==> src/rtl/tag_multicaster.sv <==
// rtl/tag_multicaster.sv - tag-matching multi-channel column caster with per-channel FWFT FIFOs
// Optional MCAST_DROP_CNT_EN: per-channel saturating discarded-beat counters on drop_cnt.

module tag_multicaster #(
  parameter int DATA_WIDTH = 16,
  parameter int NUM_COL    = 4,
  parameter int NUM_CH     = 3,
  parameter int FIFO_DEPTH = 4,
  localparam int TAG_W     = (NUM_COL > 2) ? $clog2(NUM_COL) : 1
) (
  input  logic                         clk,
  input  logic                         rst,
  input  logic                         caster_en,
  input  logic                         cfg_wen,
  input  logic [TAG_W-1:0]             cfg_id,
  output logic [TAG_W-1:0]             id_q,
  input  logic [NUM_CH-1:0]            bus_valid,
  output logic [NUM_CH-1:0]            bus_ready,
  input  logic [NUM_CH*TAG_W-1:0]      bus_tag,
  input  logic [NUM_CH-1:0]            bus_bcast,
  input  logic [NUM_CH*DATA_WIDTH-1:0] bus_data,
  output logic [NUM_CH-1:0]            pe_valid,
  input  logic [NUM_CH-1:0]            pe_ready,
  output logic [NUM_CH*DATA_WIDTH-1:0] pe_data,
  output logic                         busy,
  output logic [NUM_CH*16-1:0]         drop_cnt
);

  localparam int PTR_W = $clog2(FIFO_DEPTH);
  localparam int CNT_W = PTR_W + 1;
  localparam logic [CNT_W-1:0] FULL_CNT = CNT_W'(FIFO_DEPTH);

  // A beat in the same cycle as cfg_wen still sees the old ID, since id_q is registered.
  always_ff @(posedge clk) begin
    if (rst) begin
      id_q <= '0;
    end else if (cfg_wen) begin
      id_q <= cfg_id;
    end
  end

  for (genvar c = 0; c < NUM_CH; c++) begin : g_ch
    logic [DATA_WIDTH-1:0] mem_q [FIFO_DEPTH];
    logic [PTR_W-1:0]      wr_ptr_q, wr_ptr_d;
    logic [PTR_W-1:0]      rd_ptr_q, rd_ptr_d;
    logic [CNT_W-1:0]      cnt_q, cnt_d;
    logic                  match, full, empty, push, pop;

    assign match = bus_bcast[c] | (bus_tag[c*TAG_W +: TAG_W] == id_q);
    assign full  = (cnt_q == FULL_CNT);
    assign empty = (cnt_q == '0);

    // Non-matching beats are always consumed so a foreign stream never stalls the bus.
    assign bus_ready[c] = !rst && caster_en && (!match || !full);
    assign push         = bus_valid[c] && bus_ready[c] && match;
    assign pop          = !empty && pe_ready[c];

    assign pe_valid[c]                          = !empty;
    assign pe_data[c*DATA_WIDTH +: DATA_WIDTH]  = mem_q[rd_ptr_q];

    always_comb begin
      wr_ptr_d = wr_ptr_q;
      rd_ptr_d = rd_ptr_q;
      cnt_d    = cnt_q;
      if (push) wr_ptr_d = wr_ptr_q + PTR_W'(1);
      if (pop)  rd_ptr_d = rd_ptr_q + PTR_W'(1);
      if (push && !pop) begin
        cnt_d = cnt_q + CNT_W'(1);
      end else if (pop && !push) begin
        cnt_d = cnt_q - CNT_W'(1);
      end
    end

    always_ff @(posedge clk) begin
      if (rst) begin
        wr_ptr_q <= '0;
        rd_ptr_q <= '0;
        cnt_q    <= '0;
      end else begin
        wr_ptr_q <= wr_ptr_d;
        rd_ptr_q <= rd_ptr_d;
        cnt_q    <= cnt_d;
      end
    end

    always_ff @(posedge clk) begin
      if (push) mem_q[wr_ptr_q] <= bus_data[c*DATA_WIDTH +: DATA_WIDTH];
    end

`ifdef MCAST_DROP_CNT_EN
    logic [15:0] drop_q;
    logic        drop;

    assign drop = bus_valid[c] && bus_ready[c] && !match;

    always_ff @(posedge clk) begin
      if (rst || cfg_wen) begin
        drop_q <= '0;
      end else if (drop && (drop_q != 16'hFFFF)) begin
        drop_q <= drop_q + 16'd1;
      end
    end

    assign drop_cnt[c*16 +: 16] = drop_q;
`else
    assign drop_cnt[c*16 +: 16] = 16'd0;
`endif
  end

  assign busy = |pe_valid;

endmodule

==> config.mk <==
export PLATFORM = sky130hd
export DESIGN_NAME = tag_multicaster
export DESIGN_NICKNAME = d
export VERILOG_FILES = /design/src/rtl/tag_multicaster.sv
export SDC_FILE = /design/constraint.sdc
export NUM_CORES = 1
export LEC_CHECK = 0
export BUFFER_PORTS_ARGS = -buffer_cell sky130_fd_sc_hd__buf_2
export CAP_MARGIN = 30
export CORE_MARGIN = 3
export CORE_UTILIZATION = 50
export DETAILED_ROUTE_END_ITERATION = 7
export PLACE_DENSITY = 0.83
export REMOVE_ABC_BUFFERS = 1
export SYNTH_ARGS = -nofsm -noshare
export SYNTH_HDL_FRONTEND = slang
export SYNTH_SLANG_ARGS = --single-unit
==> constraint.sdc <==
create_clock -name clk -period 2.5 [get_ports clk]
set_clock_uncertainty 0.2 [all_clocks]
set_input_delay 0.125 -clock clk [delete_from_list [all_inputs] [get_ports clk]]
set_output_delay 0.125 -clock clk [all_outputs]
set_load 0.02 [all_outputs]
* Word-level counts from Yosys, hierarchy flattened
Memories as Yosys holds them, arrays and structs flattened. A register that Yosys moved wholly into a read port is not among the register bits.
Cells that the tools add are included.
Widths: inputs -> output; s select.
** Storage, ports and cells
- RAM bits :: 192
- Register bits after elaboration :: 23
- Output and inout bits :: 105
- Memories kept :: 3
- Logic and storage cells :: 97
** Memories
- g_ch[0].mem_q :: depth 4, bits a word 16, rd ports 1, clocked after Yosys merged registers in 1, write ports 1, RTL line 43 : logic [DATA_WIDTH-1:0] mem_q [FIFO_DEPTH];
- g_ch[1].mem_q :: depth 4, bits a word 16, rd ports 1, clocked after Yosys merged registers in 1, write ports 1, RTL line 43
- g_ch[2].mem_q :: depth 4, bits a word 16, rd ports 1, clocked after Yosys merged registers in 1, write ports 1, RTL line 43
** Operators by class
- Add/subtract/negate cells :: 12
- Reductions and logical operators :: 45
- Muxes and demuxes :: 18
- Bitwise gates (word level) :: 3
- Equal/unequal tests :: 6
** Operators with widths (number)
- $logic_and 1x1->1 :: 19
- $mux 3 :: 6
- $logic_not 1->1 :: 16
- $add 2x1->2 const B :: 6
- $mux 2 :: 6
- $add 3x1->3 const B :: 3
- $eq 3x3->1 const B :: 3
- $logic_not 3->1 :: 3
- $sub 3x1->3 const B :: 3
- $eq 2x2->1 :: 3
- $mux 1 :: 6
- $reduce_bool 2->1 :: 3
- $logic_or 1x1->1 :: 3
- $or 1x1->1 :: 3
- $reduce_or 3->1 :: 1

* Longest topological paths before layout
Gate-level depths: netlist of the first run.
- Word-level depth :: 11
- Gate-level depth with buffers :: 11

* Least setup slack after synthesis of the first run
Ideal clock, no wire load.
- Kind :: reg2reg
- From :: register id_q[0]
- To :: register g_ch[0].cnt_q[2]
- Setup slack :: -0.033 ns
- Stages on the path, launching flop included :: 10
- Clock period less this slack :: 2.533 ns
- Library setup time :: 0.070 ns
- Data arrival time :: 2.263 ns
- Cell sequence :: dfxtp_1 xnor2_1 a21oi_2 nor2_1 ha_1 inv_1 fa_1 xor2_1 or3_2 a21oi_1
** Between the ends
- Word-level cells in the longest chain between the ends :: 10
** RTL lines
- start: declaration :: RTL line 16 : output logic [TAG_W-1:0] id_q,
- start signal: assignment :: RTL line 38 : id_q <= cfg_id;
- $eq 2x2->1 * :: RTL line 49 : assign match = bus_bcast[c] | (bus_tag[c*TAG_W +: TAG_W] == id_q);
- $or 1x1->1 * :: RTL line 49
- $logic_not 1->1 :: RTL line 54 : assign bus_ready[c] = !rst && caster_en && (!match || !full);
- $logic_or 1x1->1 :: RTL line 54
- $logic_and 1x1->1 :: RTL line 54
- $logic_and 1x1->1 :: RTL line 55 : assign push = bus_valid[c] && bus_ready[c] && match;
- $logic_and 1x1->1 * :: RTL line 55
- named net g_ch[0].push :: RTL line 47 : logic match, full, empty, push, pop;
- $logic_not 1->1 :: RTL line 69 : end else if (pop && !push) begin
- $logic_and 1x1->1 :: RTL line 69
- $reduce_bool 2->1 (no source line)
- end signal: assignment :: RTL line 82 : cnt_q <= cnt_d;
- end: declaration :: RTL line 46 : logic [CNT_W-1:0] cnt_q, cnt_d;
The timed path passes the listed nets; every way through them passes the cells marked *.
A chain may end at the register's enable or synchronous reset.

* Worst setup path after layout of the first run
- From :: register g_ch[2].cnt_q[0]
- To :: register g_ch[2].cnt_q[2]
** Between the ends
- Word-level cells in the longest chain between the ends :: 9
** RTL lines
- start: declaration :: RTL line 46
- start signal: assignment :: RTL line 82
- $eq 3x3->1 :: RTL line 50 : assign full = (cnt_q == FULL_CNT);
- $logic_not 1->1 :: RTL line 54
- $logic_or 1x1->1 :: RTL line 54
- $logic_and 1x1->1 :: RTL line 54
- $logic_and 1x1->1 (2 in a row) :: RTL line 55
- $logic_not 1->1 :: RTL line 69
- $logic_and 1x1->1 :: RTL line 69
- $reduce_bool 2->1 (no source line)
Parallel ways exist; a longest one is shown, timed or not. The select of a mux whose other input is x is not followed.

==> results of run 1 <==
## placed cells by master, fill, tap and decap left out, drive strengths merged, types with 5 or more instances in the layout
| master | netlist | routed |
|---|---|---|
| mux4 | 48 | 48 |
| conb | 1 | 48 |
| nand3 | 12 | 12 |
| clkinv | 0 | 6 |
| dfxtp | 29 | 29 |
| nor2 | 20 | 20 |
| dlygate4sd3 | 0 | 76 |
| edfxtp | 192 | 192 |
| ha | 15 | 15 |
| buf | 59 | 140 |
| xor2 | 12 | 12 |
| and3 | 15 | 15 |
| clkbuf | 5 | 27 |
| a21oi | 9 | 9 |
| xnor2 | 6 | 6 |
| mux2i | 5 | 5 |
| o21ai | 6 | 6 |
| inv | 9 | 10 |
| or3 | 7 | 7 |
## state kept, by name, indices dropped and copies added (netlist names), named ones only
| name | count |
|---|---|
| id_q | 2 |
| g_ch.mem_q | 192 |
| g_ch.cnt_q | 9 |
| g_ch.rd_ptr_q | 6 |
| g_ch.wr_ptr_q | 6 |
## kinds of logic after synthesis
logic type	share of synthesized area, %
simple gates	3.99
mux	12.7
flops	71.1
other cells	0.0420
compound gates	1.89
xor+xnor	1.77
fa+ha+maj	2.77
buf+inv	5.80
## worst reg2reg max path, cell delays in order, from the launching register on
cell and delay [ps]:
dfxtp_2 360, or3_4 410, nand2_2 100, ha_2 190, inv_1 60, fa_2 330, xor2_1 180, or3_2 400
a21oi_1 140
## power groups by stage
stage	Sequential [mW]	Combinational, mW	Clock [mW]
finish	4.33	2.79	3.14
global route	4.35	2.98	3.37
CTS	4.31	2.75	3.22
detailed placement	4.38	2.54	0
global placement	4.36	2.47	0
floorplan	4.54	1.58	0
## layer usage
layer  vias to the layer above  GRT usage [%]
li1                       2171              -
met1                      2366           21.5
met2                       184           31.2
met3                        33           3.13
met4                         0           4.74
met5                         -              0
## Yosys cell counts, types with 5 or more instances
| cell | count | share of area, % |
|---|---|---|
| buf_6 | 7 | 0.88 |
| buf_4 | 49 | 4.1 |
| dfxtp_1 | 29 | 6.5 |
| and3_1 | 12 | 0.84 |
| xor2_1 | 12 | 1.2 |
| xnor2_1 | 6 | 0.59 |
| mux4_2 | 48 | 12 |
| ha_1 | 15 | 2.1 |
| inv_1 | 9 | 0.38 |
| mux2i_1 | 5 | 0.56 |
| a21oi_1 | 6 | 0.34 |
| nor2_1 | 20 | 0.84 |
| nand3_1 | 12 | 0.67 |
| edfxtp_1 | 192 | 65 |
| o21ai_0 | 6 | 0.34 |
## final timing paths
| path | from | end | slack [ps] | cells past startpoint |
|---|---|---|---|---|
| worst max-delay path | g_ch[2].cnt_q[0]$_SDFFE_PP0P_ | g_ch[2].cnt_q[2]$_SDFFE_PP0P_ | 60 | 8 |
| worst min-delay path | bus_tag[5] | g_ch[2].wr_ptr_q[1]$_SDFFE_PP0P_ | 50 | 6 |
| worst max register to register | g_ch[2].cnt_q[0]$_SDFFE_PP0P_ | g_ch[2].cnt_q[2]$_SDFFE_PP0P_ | 60 | 8 |
| worst min register to register | g_ch[1].cnt_q[2]$_SDFFE_PP0P_ | g_ch[1].cnt_q[2]$_SDFFE_PP0P_ | 320 | 2 |
## per-stage QoR
stage	instance area (um2)	hold WS, ps	util (%)	TNS [ps]	power (mW)
floorplan	8620	-5.93	-	-66.0	6.12
global placement	9630	134	55.3	0	6.83
detailed placement	9630	142	55.3	-148	6.92
CTS	11200	24.3	64.1	0	10.3
global route	11200	61.6	64.4	-36.2	10.7
finish	11200	50.1	64.4	0	10.3
## what timing repair did
| action | 4_1_cts | 5_1_grt |
|---|---|---|
| gates resized for setup | 15 | 20 |
| buffers inserted | 0 | 1 |
| hold buffers | 77 | 0 |
| cloned | 0 | 0 |
| endpoints found under the hold margin | 221 | 0 |
| endpoints found under the setup margin | 2 | 4 |
| pin swaps | 0 | 5 |
## cell type report
type | count | area, um2
flip-flops and latches | 221 | 6360
fillers | 1183 | 6190
multi-input cells | 222 | 2340
repair buffers | 216 | 1500
clock buffers | 27 | 591
well taps | 225 | 282
clock inverters | 11 | 110
inverters | 9 | 33.8
==> impl_metrics.yaml, run 1 <==
worst_setup_path:
  critPathKind: "reg -> reg"
  cp.required_ps: 2720
  arrival_ps: 2660
  path_cells: "or3_4 -> nand2_2 -> ha_2 -> inv_1 -> fa_2 -> xor2_1 -> or3_2 -> a21oi_1"
  crit_family: "simple AND/OR/NAND/NOR gates"
  critPathLaunchType: "flop"
  crit_buf_inv: 1
  cp_max_fo: 4
  crit_path_top_delay_cell: "or3_4"
  cp-end-kind: "flop"
  slowest_delay_ps: 410
layout:
  area_growth_pct: 25.7
  n_antenna_cell: 0
  layout-drive-gt1-share_pct: 37.7
  final_cells: 931
  nNetsFinal: 779
synthesis:
  async_flop_share_pct: 0
  synth_flop_cell: "edfxtp_1"
  yosys.cell_types.count: 32
  synth-edff-count: 192
  postSynthCellCount: 469
  syn_avg_cell_area_um2: 19.0
  yosys_warnings: 0
  netlist_area_um2: 8930
  synth_seq_cells: 221
  ys_seq_area_share_pct: 71.1
sta:
  final_max_slew_viol_count: 0
  worst_slack_ps: 58.2
  setup_viol: 0
  period_needed_ps: 2440
  hold_viol: 0
  worst_pin_slew_ps: 924
  fin_crit_sh_pct: 97.7
  fmax_mhz: 410
  relSlewSlack_pct: 38.4
pwr:
  p_clk_share_pct: 30.6
  sw_frac_of_total_pct: 28.1
  ir_drop_mv: 0.601
  power.leakage_nw: 4.13
  internal_power_mw: 7.38
  power_frac_seq_pct: 42.2
  comb_power_share_pct: 27.2
  power_density_nw_per_um2: 914
  netSwitchingPower_mw: 2.88
grt:
  grt_pass1_vias: 5202
  grt_max_degree: 27
  antenna_found_initial: 0
  grtUsageTotal_pct: 17.3
  grt-ovfl-total: 0
  grt_pass1_wl_um: 26900
drt:
  viasPerCell: 5.11
  ant_nets: 0
  firstDrtPassIters: 4
  routed_wirelength_um: 17300
  vias: 4754
  dr_wl_met3_um: 1030
  drtIter0Drc: 295
  met1Wirelength_um: 6730
  top_layer_used: "met4"
  drc: 0
  wl_per_cell_um: 18.5
  wl_met2_um: 9150
place:
  io_buffers: 125
  dp.cells: 816
  dp_hpwl_um: 10800
  dp_slack_ps: -80.8
  routabilityCongestion: 0.821
die:
  die_x_um: 140
  die_h_um: 140
  ios: 174
  rows: 48
  core-area_um2: 17400
  initial_utilization_pct: 51.3
  die_area_um2: 19500
clock_tree:
  cts_tree: "done"
  clkLatencyLatePin_ps: 490
  root_buffer: "clkbuf_16"
  clock-sinks: 221
  cts_buffer_depth: 3
  cts_buffers: 22
  clk_pin_slew_worst_paths_ps: 60
  h-tree-depth: 1
hold_path:
  min_path_type: "in -> reg"
run:
  cap_viol_max_count: 0
run_status:
  status: "completed"
Note: power is estimated with default switching activity, not from simulation.
==> inputs of run 2 (changes only) <==
==> constraint.sdc (replaced) <==
create_clock -name clk -period 2.5 [get_ports clk]
set_clock_uncertainty 0.2 [all_clocks]
set_input_delay 0.625 -clock clk [delete_from_list [all_inputs] [get_ports clk]]
set_output_delay 0.625 -clock clk [all_outputs]
set_load 0.02 [all_outputs]
==> run 2 against run 1 <==
Compared with the run above:
- the run now ends with negative setup slack left
- critical path depth decreased by 4
- wire length is 1.7% higher
- count of clock-buffer cells in the layout decreased by 1
- fmax shrank 8.8%
- largest power group unchanged
==> impl_metrics.yaml, run 2 (synthesis gave the netlist of run 1 again) <==
sta:
  fmax_mhz: 373
  setup_viol: 50
  period_needed_ps: 2680
  worst_slack_ps: -178
  hold_viol: 0
  grt_setup_unrepaired: "true"
  final_max_slew_viol_count: 0
  setup_tns_ps: -1440
  fin_crit_sh_pct: 107
layout:
  layout-drive-gt1-share_pct: 45.5
  mostFrequentLayoutCells: "edfxtp_1 (192), buf_2 (73), buf_6 (60)"
  regMostFlops: "g_ch.mem_q"
  largestRegisters: "g_ch.mem_q (192), g_ch.cnt_q (9)"
  nNetsFinal: 743
  stdcell_area_um2: 11500
  mostFrequentLayoutCell: "edfxtp_1"
  area_growth_pct: 28.3
  largest_reg_flops: 192
die:
  die_h_um: 140
  die_area_um2: 19500
  initial_utilization_pct: 51.3
  ios: 174
  rows: 48
  core-area_um2: 17400
  die_x_um: 140
clock_tree:
  root_buffer: "clkbuf_16"
  cts_tree: "done"
  clk_pin_slew_worst_paths_ps: 60
  clock-sinks: 221
  cts_buffer_depth: 3
  h-tree-depth: 1
  cts_buffers: 23
  clkLatencyLatePin_ps: 490
grt:
  grt_max_degree: 27
  grtUsageTotal_pct: 17.5
  grt_pass1_vias: 4959
  grt_pass1_wl_um: 27000
  antenna_found_initial: 1
  grt-ovfl-total: 0
worst_setup_path:
  cp.required_ps: 1670
  cp-end-kind: "output pin"
  critPathLaunchType: "flop"
  arrival_ps: 1850
  critPathKind: "reg -> out"
  cp_max_fo: 2
place:
  routabilityCongestion: 0.710
  dp_slack_ps: -407
  io_buffers: 125
  dpl-instance-area_um2: 9990
  dp_hpwl_um: 10900
drt:
  viasPerCell: 5.19
  wl_per_cell_um: 19.6
  drc: 0
  drtIter0Drc: 233
  ant_nets: 0
  vias: 4652
  firstDrtPassIters: 4
  routed_wirelength_um: 17500
run:
  cap_viol_max_count: 0
run_status:
  violations: "negative setup slack"
  status: "finished, violations left"
pwr:
  ir_drop_mv: 0.720
  internal_power_mw: 8.20
  sw_frac_of_total_pct: 27.3
  netSwitchingPower_mw: 3.08
  p_clk_share_pct: 30.0
  comb_power_share_pct: 31.3
  power_density_nw_per_um2: 985
  power_frac_seq_pct: 38.7
  power.leakage_nw: 4.21
  finalPower_mw: 11.3
hold_path:
  min_path_type: "in -> reg"
run 2: cell count changes in the layout (fill, tap and decap cells not counted), sizes merged:
cell	before	now
dlygate4sd3	76	0
bufinv	2	4
buf	140	179
diode	0	1
clkinv	6	9
clkbuf	27	26
clkinvlp	2	0
run 2: area by class of cell:
class | instances | area (um2)
Tap cell | 225 | 282
Inverter | 9 | 33.8
Antenna cell | 1 | 2.50
Timing Repair Buffer | 179 | 1630
Fill cell | 1136 | 5960
Multi-Input combinational cell | 222 | 2370
Clock inverter | 14 | 169
Clock buffer | 26 | 587
Sequential cell | 221 | 6380
run 2: what timing repair did:
item	in CTS	in global routing
hold buffers	0	0
hold endpoints to repair	0	0
gates cloned	3	0
endpoints found under the setup margin	52	55
pin swaps	5	14
setup buffers	6	9
resized for setup	130	30
run 2: final timing paths:
kind | endpoint | start | cells after the start | slack [ps]
max | busy | g_ch[2].cnt_q[0]$_SDFFE_PP0P_ | 4 | -180
min | g_ch[1].mem_q[3][6]$_DFFE_PP_ | bus_data[22] | 1 | 150
max reg2reg | g_ch[2].cnt_q[2]$_SDFFE_PP0P_ | g_ch[2].cnt_q[0]$_SDFFE_PP0P_ | 11 | 40
min reg2reg | g_ch[1].cnt_q[2]$_SDFFE_PP0P_ | g_ch[1].cnt_q[2]$_SDFFE_PP0P_ | 2 | 330
run 2: metal layers:
metal	share of wire [%]	vias up	global-route usage (%)
met5	0	-	0
met4	1.8	0	4.59
met3	6.2	23	3.26
met2	52	170	30.6
met1	40	2350	22.7
li1	-	2109	-
run 2: stage by stage:
stage	util (%)	hold slack, ps	std cells
4_1_cts	64.7	133	888
5_1_grt	65.8	138	897
6_report	65.8	150	897
2_1_floorplan	-	260	452
3_5_place_dp	57.4	292	839
3_3_place_gp	57.4	274	839
run 2: power by group through the flow:
stage / sequential (mW) / combinational [mW] / clock (mW)
2_1_floorplan: 4.54 / 1.58 / 0
5_1_grt: 4.39 / 3.73 / 3.63
3_5_place_dp: 4.39 / 2.67 / 0
4_1_cts: 4.36 / 3.36 / 3.46
3_3_place_gp: 4.37 / 2.59 / 0
6_report: 4.37 / 3.53 / 3.38
run 2: critical path: stages, from the launching register on:
cell and delay (ps):
dfxtp_4 350, or3_4 400, buf_6 130, or3_4 360, buf_6 140
==> inputs of run 3 (changes only) <==
--- a/config.mk
+++ b/config.mk
@@ -12,6 +12,7 @@
 export DETAILED_ROUTE_END_ITERATION = 7
 export PLACE_DENSITY = 0.83
 export REMOVE_ABC_BUFFERS = 1
+export SETUP_SLACK_MARGIN = 0.5
 export SYNTH_ARGS = -nofsm -noshare
 export SYNTH_HDL_FRONTEND = slang
 export SYNTH_SLANG_ARGS = --single-unit
==> run 3 against run 2 <==
Compared with the run above:
- the run still ends with negative setup slack left
- final cell count increased by 1.1%
- critical endpoint unchanged
- sequential power about the same
- non-clock buffer count increased by 10
- worst hold slack got worse by 3.4 ps
- cell area increased by 2.7%
- wire length increased by 9.1%
- sequential share of layout area decreased by 1.5 points
- die area unchanged
- count of clock-buffer cells in the layout unchanged
- global-route usage increased by 0.96 points
- worst setup slack improved by 9.7 ps
- clock power about the same
- largest cell class unchanged
==> impl_metrics.yaml, run 3 (synthesis gave the netlist of run 1 again) <==
place:
  io_buffers: 125
  dpl-instance-area_um2: 9990
  dp_hpwl_um: 10900
  dp_slack_ps: -407
  routabilityCongestion: 0.710
  dp.cells: 839
die:
  die_area_um2: 19500
  die_x_um: 140
  initial_utilization_pct: 51.3
  ios: 174
  rows: 48
  die_h_um: 140
  core-area_um2: 17400
pwr:
  power_frac_seq_pct: 37.6
  internal_power_mw: 8.42
  p_clk_share_pct: 29.2
  sw_frac_of_total_pct: 27.6
  netSwitchingPower_mw: 3.21
  comb_power_share_pct: 33.2
  finalPower_mw: 11.6
  power.leakage_nw: 4.29
  power_density_nw_per_um2: 989
  ir_drop_mv: 0.706
run_status:
  violations: "negative setup slack"
  status: "finished, violations left"
worst_setup_path:
  crit_path_top_delay_cell: "or3_4"
  cp-end-kind: "output pin"
  cp.required_ps: 1670
  path_cells: "or3_4 -> buf_6 -> or3_4 -> buf_6"
  cp_max_fo: 3
  critPathLaunchType: "flop"
  reg2reg_slack_ps: -80
  slowest_delay_ps: 390
  critPathKind: "reg -> out"
  arrival_ps: 1840
  crit_family: "simple AND/OR/NAND/NOR gates"
  crit_buf_inv: 2
layout:
  largest_reg_flops: 192
  regMostFlops: "g_ch.mem_q"
  layout-drive-gt1-share_pct: 48.6
  nNetsFinal: 753
  finish.utilization_pct: 67.5
  area_growth_pct: 31.7
  final_cells: 907
  mostFrequentLayoutCells: "edfxtp_1 (192), buf_2 (70), buf_6 (69)"
  mostFrequentLayoutCell: "edfxtp_1"
  largestRegisters: "g_ch.mem_q (192), g_ch.cnt_q (9)"
  stdcell_area_um2: 11800
grt:
  grtUsageTotal_pct: 18.4
  grt_use_met3_pct: 3.37
  grt_pass1_vias: 5143
  grt_max_degree: 27
  grt_busiest_layer: "met2"
  gr-usage-met1_pct: 23.3
  gr-usage-met2_pct: 33.4
  grt-ovfl-total: 0
  antenna_found_initial: 1
  grt_pass1_wl_um: 28300
clock_tree:
  cts_buffer_depth: 3
  clkLatencyLatePin_ps: 490
  root_buffer: "clkbuf_16"
  cts_buffers: 23
  clk_pin_slew_worst_paths_ps: 60
  clock-sinks: 221
  h-tree-depth: 1
  cts_tree: "done"
sta:
  grt_setup_unrepaired: "true"
  setup_viol: 53
  fin_crit_sh_pct: 107
  hold_viol: 0
  period_needed_ps: 2670
  finalHoldWorstSlack_ps: 147
  worst_slack_ps: -168
  final_max_slew_viol_count: 0
  setup_tns_ps: -1510
  fmax_mhz: 375
drt:
  vias: 4835
  routed_wirelength_um: 19100
  drtIter0Drc: 282
  wl_per_cell_um: 21.1
  drc: 0
  firstDrtPassIters: 5
  ant_nets: 0
  viasPerCell: 5.33
run:
  cap_viol_max_count: 0
hold_path:
  min_path_type: "in -> reg"
[run 3: changes by cell type in the layout (fill, tap and decap cells not counted), sizes merged]
cell	delta
buf	+5
clkbuf	+5
[run 3: per-layer routing]
metal	vias to the layer above	part of all wire [%]
met5	-	0
li1	2128	-
met3	21	5.8
met2	185	54
met1	2501	39
met4	0	1.4
[run 3: path summary, 6_finish.rpt]
path	startpoint	endpoint	depth (start not counted)
worst max-delay path	g_ch[0].cnt_q[2]$_SDFFE_PP0P_	busy	4
worst min-delay path	bus_data[2]	g_ch[0].mem_q[3][2]$_DFFE_PP_	1
worst max register to register	g_ch[0].cnt_q[2]$_SDFFE_PP0P_	g_ch[0].cnt_q[2]$_SDFFE_PP0P_	12
worst min register to register	g_ch[0].wr_ptr_q[0]$_SDFFE_PP0P_	g_ch[0].wr_ptr_q[0]$_SDFFE_PP0P_	2
[run 3: power groups by stage]
stage / registers (mW) / logic (mW) / clock network [mW]
floorplan: 4.54 / 1.58 / 0
global placement: 4.37 / 2.59 / 0
detailed placement: 4.39 / 2.67 / 0
CTS: 4.37 / 3.67 / 3.46
global route: 4.39 / 4.07 / 3.63
finish: 4.37 / 3.86 / 3.39
[run 3: cell type report]
cell class,count,area (um2)
clock buffer,26,587
timing repair buffer,189,1840
clock inverter,14,169
fill,1103,5650
multi-input combinational,222,2470
tap,225,282
inverter,9,36.3
antenna,1,2.50
sequential,221,6380
[run 3: timing repair]
action                                  in CTS  in global routing
setup buffers                               14                  5
endpoints found under the hold margin        0                  0
hold buffers                                 0                  0
endpoints found under the setup margin      62                191
pin swaps                                   22                 14
gates cloned                                 3                  5
gates resized for setup                    180                 14
